===== config.mk =====
export PLATFORM = sky130hd
export DESIGN_NAME = bus_arbiter
export DESIGN_NICKNAME = d
export VERILOG_FILES = /design/src/rtl/bus_arbiter.sv
export SDC_FILE = /design/constraint.sdc
export NUM_CORES = 1
export LEC_CHECK = 0
export BUFFER_PORTS_ARGS = -buffer_cell sky130_fd_sc_hd__buf_4
export CORE_MARGIN = 3
export CORE_UTILIZATION = 47
export CTS_CLUSTER_SIZE = 30
export DETAILED_ROUTE_END_ITERATION = 16
export PLACE_DENSITY = 0.83
export SLEW_MARGIN = 10
export SYNTH_ARGS = -nofsm -noshare
export SYNTH_HDL_FRONTEND = slang
export SYNTH_SLANG_ARGS = --single-unit

===== constraint.sdc =====
create_clock -name clk -period 1.45 [get_ports clk]
set_input_delay 0.0725 -clock clk [delete_from_list [all_inputs] [get_ports clk]]
set_output_delay 0.0725 -clock clk [all_outputs]
set_load 0.01 [all_outputs]

===== src/rtl/bus_arbiter.sv =====
// -----------------------------------------------------------------------------
// bus_arbiter
//
// Purpose:
//   Round-robin arbiter for the shared internal CPU data bus. Four requesters
//   (register-file write port, ALU result, memory read, I/O) compete for the
//   bus. Grants are one-hot and registered. Every change of owner passes
//   through a one-cycle turnaround gap with no grant. An owner that has held
//   the bus for MAX_HOLD cycles is pre-empted, but only while another
//   requester is waiting.
//
// Handshake:
//   req[i] is a level request. It is held until grant[i] arrives and then for
//   as long as requester i wants the bus. Dropping req[i] releases the bus at
//   the next edge. A request that drops and is raised again between two edges
//   is never seen.
//
// Ports:
//   clk        - single clock; all state changes on the rising edge
//   reset      - asynchronous, active-low; clears all state immediately
//   req[N-1:0] - request vector, one bit per requester
//   grant      - one-hot grant, or all zero (registered)
//   busy       - registered copy of |grant
//   owner      - index of the current or most recent grantee (registered)
//   preempt    - one-cycle pulse in the gap cycle that follows a revoke caused
//                by the hold limit
//   dbg_state  - current FSM state (IDLE=0, OWN=1, GAP=2), for observation
// -----------------------------------------------------------------------------
module bus_arbiter #(
    parameter int N        = 4,   // only 4 is supported; owner is 2 bits
    parameter int MAX_HOLD = 8    // 1..15
) (
    input  logic         clk,
    input  logic         reset,
    input  logic [N-1:0] req,
    output logic [N-1:0] grant,
    output logic         busy,
    output logic [1:0]   owner,
    output logic         preempt,
    output logic [1:0]   dbg_state
);

    typedef enum logic [1:0] {
        ST_IDLE = 2'd0,
        ST_OWN  = 2'd1,
        ST_GAP  = 2'd2
    } state_t;

    state_t         state_q, state_d;
    logic [1:0]     last_q, last_d;
    logic [3:0]     hold_cnt_q, hold_cnt_d;
    logic [N-1:0]   grant_q, grant_d;
    logic           busy_q, busy_d;
    logic [1:0]     owner_q, owner_d;
    logic           preempt_q, preempt_d;

    // Round-robin pick: the first set request bit starting at last+1, wrapping
    // mod 4. The loop visits last itself last, so a lone requester that was
    // also the previous owner still wins.
    logic [1:0]     sel;
    logic [1:0]     cand;
    logic           found;

    always_comb begin
        sel   = last_q;
        cand  = last_q;
        found = 1'b0;
        for (int i = 1; i <= 4; i++) begin
            cand = last_q + 2'(i);
            if (!found && req[cand]) begin
                sel   = cand;
                found = 1'b1;
            end
        end
    end

    logic at_max;
    logic others_waiting;

    assign at_max = (hold_cnt_q == 4'(MAX_HOLD));
    // In OWN, grant_q holds exactly the owner's bit, so masking it leaves the
    // requesters that are waiting.
    assign others_waiting = |(req & ~grant_q);

    always_comb begin
        state_d    = state_q;
        last_d     = last_q;
        hold_cnt_d = hold_cnt_q;
        grant_d    = grant_q;
        owner_d    = owner_q;
        preempt_d  = 1'b0;

        unique case (state_q)
            ST_IDLE, ST_GAP: begin
                grant_d = '0;
                if (|req) begin
                    grant_d    = {{(N-1){1'b0}}, 1'b1} << sel;
                    owner_d    = sel;
                    last_d     = sel;
                    hold_cnt_d = 4'd1;
                    state_d    = ST_OWN;
                end else begin
                    state_d = ST_IDLE;
                end
            end
            ST_OWN: begin
                if (!req[owner_q]) begin
                    // Release by the owner wins over a coincident pre-emption.
                    grant_d = '0;
                    state_d = ST_GAP;
                end else if (at_max && others_waiting) begin
                    grant_d   = '0;
                    preempt_d = 1'b1;
                    state_d   = ST_GAP;
                end else if (!at_max) begin
                    hold_cnt_d = hold_cnt_q + 4'd1;
                end
                // Uncontended at the limit: hold_cnt stays saturated.
            end
            default: begin
                grant_d = '0;
                state_d = ST_IDLE;
            end
        endcase

        busy_d = |grant_d;
    end

    always_ff @(posedge clk or negedge reset) begin
        if (!reset) begin
            state_q    <= ST_IDLE;
            last_q     <= 2'd3;     // requester 0 wins the first arbitration
            hold_cnt_q <= 4'd0;
            grant_q    <= '0;
            busy_q     <= 1'b0;
            owner_q    <= 2'd0;
            preempt_q  <= 1'b0;
        end else begin
            state_q    <= state_d;
            last_q     <= last_d;
            hold_cnt_q <= hold_cnt_d;
            grant_q    <= grant_d;
            busy_q     <= busy_d;
            owner_q    <= owner_d;
            preempt_q  <= preempt_d;
        end
    end

    assign grant     = grant_q;
    assign busy      = busy_q;
    assign owner     = owner_q;
    assign preempt   = preempt_q;
    assign dbg_state = state_q;

endmodule


Word-level counts from Yosys, hierarchy flattened. Index checks and enable logic that the tools add are counted.

Register bits after elaboration: 16. Bits in latches: 0. Memory bits (writable): 0. ROM bits: 0. Input port bits: 6. Output and inout bits: 10. Word-level logic and storage cells: 75. Memories kept: 0.

$add $sub $neg: 4. $mul: 0. Divide/modulo/power cells: 0. Order comparisons: 5. Equal/unequal tests: 8. Shift-type cells: 1. Muxes and demuxes: 33. Bitwise gates (word level): 2. Reduce and logical (&&, ||, !) cells: 15.

Operator list (number): 4-bit two-way mux (7); 4-bit case mux with 2 select lines (2); 2-bit by 3-bit < comparator with 1-bit output, second input constant (5); 1-bit two-way mux (12); 2-bit two-way mux (6); 4-bit OR reduction (3); 1-bit binary-select mux with 2-bit select (5); 2-bit inequality test, second input constant (4); 5-bit AND reduction (1); 2-bit adder, second input constant (2); 4-bit by 1-bit adder with 4-bit output, second input constant (1); 4-bit AND (1); 4-bit == test, second input constant (1); 1-bit logical AND (4); 4-bit inverter (1); 2-bit case mux with 2 select lines (1); 1-bit by 2-bit left shift with 4-bit output, first input constant (1); 1-bit logical NOT (3); 3-bit inequality test, second input constant (1); 2-bit by 1-bit adder with 2-bit output, second input constant (1); 2-bit by 1-bit == test with 1-bit output, second input constant (1); 2-bit == test, second input constant (1); 2-bit logical NOT (1); 2-bit AND reduction (1); 2 further kinds (2).

Depth between registers and ports, before layout.
Word-level depth: 17. Mapped depth: 6. Mapped depth without buffers: 6.

Least setup slack after synthesis. OpenSTA, ideal clock, no wires.

Path kind: register to register. Start point: reg owner_q[1] (netlist: owner[1]). End point: reg hold_cnt_q[1]. Setup time: 127 ps. Arrival time: 1400 ps. Data required time: 1323 ps. Setup slack: -77 ps. Cell stages (with the launch flop): 4. Buffers on the path: 0. Period minus slack after synthesis: 1527 ps. Cells stage by stage: dfrtp_1 -> mux4_2 -> nand3_2 -> mux2_1.

Cells in the longest elaborated chain, start to end: 4.

RTL lines: start: declaration (line 54) `logic [1:0] owner_q, owner_d;`; start signal: assignment (line 144) `owner_q <= owner_d;`; 1-bit binary-select mux with 2-bit select (line 107) `if (!req[owner_q]) begin`; 1-bit two-way mux (implied by the code) (line 107); 2-bit inequality test (no line); 5-bit AND reduction (no line); end signal: assignment (line 141) `hold_cnt_q <= hold_cnt_d;`; end: declaration (line 51) `logic [3:0] hold_cnt_q, hold_cnt_d;`.

Every way passes these cells. The select of a mux whose other input is x is not followed. A chain may end at the register's enable or synchronous reset.

Final worst setup path. Same ends and word-level chain as after synthesis.

==> flow_summary.yaml <==
global_routing:
  grt_start_max_net_pins: 17
  first_pass_grt_wire_length_um: 3084
  antenna_found_initial: 0
  vias_in_the_first_global_route: 686
  remaining_global_route_overflow: 0
  grt_util_all_layers: 0.1702
worst_setup_path:
  timing.critical_path.from_type: "flop"
  worstPathMaxFanout: 3
  critPathCaptureType: "flop"
  depth_of_the_most_critical_reg_to_reg_path: 3
  worstSetupStartpoint: "owner[1]"
  crit_reg_reg_startpoint: "owner[1]"
  timing_worst_setup_path_type: "reg -> reg"
  worst-endpoint-arrival_ns: 1.69
  cp.required_ns: 1.64
sta:
  timing.final.ws_setup_ns: -0.04580
  achievable_frequency_mhz: 668.5
  final_period_minus_worst_setup_slack_ns: 1.496
  timing.max_slew.rel_slack: 0.7004
  worstMarginPinSlew_ns: 0.4484
  setup_violations: 4
  finClkSkew_ns: 0.0004245
  timing.final.hold_violations: 0
  setup_repair_after_global_routing_missed_its_margin: "yes"
  final.period_utilization: 1.032
  final-max-slew-violation-count: 0
logic_synthesis:
  synth.ff_latch_count: 16
  synth_area_leaders: "dfrtp_1 (41%), dfstp_2 (6.2%), ha_1 (3.0%), nand2b_1 (3.0%), mux4_2 (2.7%)"
  yosysTopAreaCellShare: 0.4142
  synthesis.area_um2: 845.8
  register_area_share_after_synthesis: 0.4763
  synth_edf_count: 0
  post_synth_inst_count: 76
  synth_most_common_cell: "dfrtp_1"
  yosys_warning_total: 0
  post-synth-top-area-cell: "dfrtp_1"
  netlist-cell-type-count: 40
  synth_fp_nets: 84
  ys.flop_type: "dfrtp_1"
  synth-async-reset-ratio: 1.000
  avgSynthCellArea_um2: 11.13
  synthTopCellsByCount: "dfrtp_1 (14), nor2_1 (5), nand2_1 (4), nand2b_1 (4)"
route:
  ant_nets: 0
  wire_per_inst_um: 15.05
  via_per_inst: 5.328
  drtPass1Iterations: 3
  detail_route.iter0.violations: 7
  route.vias.total: 714
  route.detailed.drc: 0
  detail_route.wirelength_um: 2017
clocking:
  cts_buffer_depth: 2
  clkSlewWorstSetupHoldPaths_ns: 0.09
  cts_tree: "done"
  clockRootBuffer: "clkbuf_4"
  cts.sink_count: 16
  clkLatencyLatePin_ns: 0.30
  cts_htree_levels: 1
  inserted_clock_buffers: 3
finish:
  drive_gt1_frac: 0.4727
  stdcell_area_um2: 1179
  fillCellCount: 108
  storage_element_area_um2: 402.9
  final_net_count: 119
  syn2layout_area_growth_pct: 39.35
  multi_input_area_um2: 466.7
  antennaDiodeCount: 0
  layoutNonFillerInstCount: 134
status:
  failed_checks: "negative setup slack"
  outcome: "finished, violations left"
place:
  placement.cell_area_um2: 1047
  dp.final_hpwl_um: 1429
  numPortBuffers: 15
  place_inst: 122
  finalWeightedCongestion: 0.7905
worst_hold_path:
  hold_path_class: "in -> async"
job:
  max_cap_viol_count: 0
die:
  core_um2: 1594
  chipHeight_um: 48.42
  start_util: 0.5306
  floorplan.io_pins: 16
  placement_rows: 14
  die_x_um: 48.42
  die_area_um2: 2345
power_and_ir_drop:
  powerDensity_nw_per_um2: 2127
  pwr-share-comb: 0.560
  power.net_switching_w: 0.0009513
  cellInternalPower_w: 0.001556
  clockPowerShare: 0.121
  irDropWorstVdd_mv: 1.254
  power_leakage_nw: 0.5646
  sequential_power_share: 0.319
  sw_frac_of_total: 0.3794
## power groups by stage
| stage | Sequential (W) | Combinational [W] | Clock (W) |
|---|---|---|---|
| floorplan | 0.000830 | 0.000691 | 0 |
| global placement | 0.000797 | 0.00116 | 0 |
| detailed placement | 0.000806 | 0.00121 | 0 |
| CTS | 0.000797 | 0.00124 | 0.000301 |
| global route | 0.000827 | 0.00152 | 0.000328 |
| finish | 0.000800 | 0.00140 | 0.000304 |
## cell usage in the layout (no fill, tap or decap), types with 2 or more instances in the layout
cell	Yosys	final
clkbuf_4	0	3
buf_4	0	30
nor2_1	5	5
o21ai_2	0	2
a32o_1	2	2
nor2b_1	2	2
dfstp_2	2	2
nand2_1	4	4
a21o_1	2	2
dfrtp_1	14	14
or2_1	1	2
or2b_1	3	3
a21oi_2	0	2
nand3_2	1	2
o21a_1	2	2
nand2b_1	4	4
inv_2	0	2
## worst paths after layout
kind | to | slack (ns)
max | hold_cnt_q[1] | -0.05
min reg2reg | hold_cnt_q[3] | 0.50
min in group clk | grant[1] | 0.26
max in group asynchronous | last_q[0] | 1.04
max reg2reg | hold_cnt_q[1] | -0.05
min | preempt | 0.16
## state kept, by name, summed over array words and instances, names as in the netlist
register    cells
owner           2
grant           4
hold_cnt_q      4
last_q          2
preempt         1
dbg_state       2
busy            1
## final cells by class
| cell class | instances | share of cell area |
|---|---|---|
| clock buffers | 4 | 0.03079 |
| inverters | 2 | 0.006369 |
| multi-input cells | 57 | 0.3960 |
| flip-flops and latches | 16 | 0.3418 |
| well taps | 24 | 0.02548 |
| repair buffers | 31 | 0.1996 |
## routing by layer
| metal | part of all wire | GRT usage | routed length, um | vias to the layer above |
|---|---|---|---|---|
| li1 | - | - | - | 347 |
| met1 | 0.43 | 0.1992 | 858 | 353 |
| met2 | 0.53 | 0.2959 | 1059 | 12 |
| met3 | 0.042 | 0.07055 | 85 | 2 |
| met4 | 0.0064 | 0.02844 | 13 | 0 |
| met5 | 0 | 0 | 0 | - |
## kinds of logic (layout without fill, tap and decap cells)
family | Yosys count | after routing | share of synthesized area
compound gates | 19 | 19 | 0.1820
simple gates | 32 | 32 | 0.2352
fa+ha+maj | 2 | 2 | 0.02958
mux | 3 | 3 | 0.05177
flops | 16 | 16 | 0.4763
xor+xnor | 1 | 1 | 0.01036
buf+inv | 3 | 37 | 0.01479
## through the flow
stage	hold WS, ns	util	worst slack, ns	TNS [ns]	total power (W)
finish	0.1608	0.7394	-0.04580	-0.07983	0.002507
global route	0.1626	0.7394	-0.1000	-0.6510	0.002670
CTS	0.1736	0.6954	-0.04152	-0.04152	0.002333
detailed placement	-0.05922	0.6570	-0.03998	-0.09635	0.002013
global placement	-0.05995	0.6570	0.006234	0	0.001962
floorplan	-0.2231	-	-0.06449	-0.06700	0.001520
## critical path: stages, from the launching register on
cell and delay, ns:
dfrtp_1 0.38, mux4_2 0.58, nand3_2 0.13, mux2_4 0.30
## what timing repair did
| item | CTS | global route |
|---|---|---|
| hold buffers | 1 | 0 |
| endpoints found under the setup margin | 5 | 11 |
| resized for setup | 0 | 10 |
| pin swaps | 1 | 5 |
| endpoints found under the hold margin | 16 | 0 |
| setup buffers | 2 | 5 |
Power figures use the tool's default switching activity.
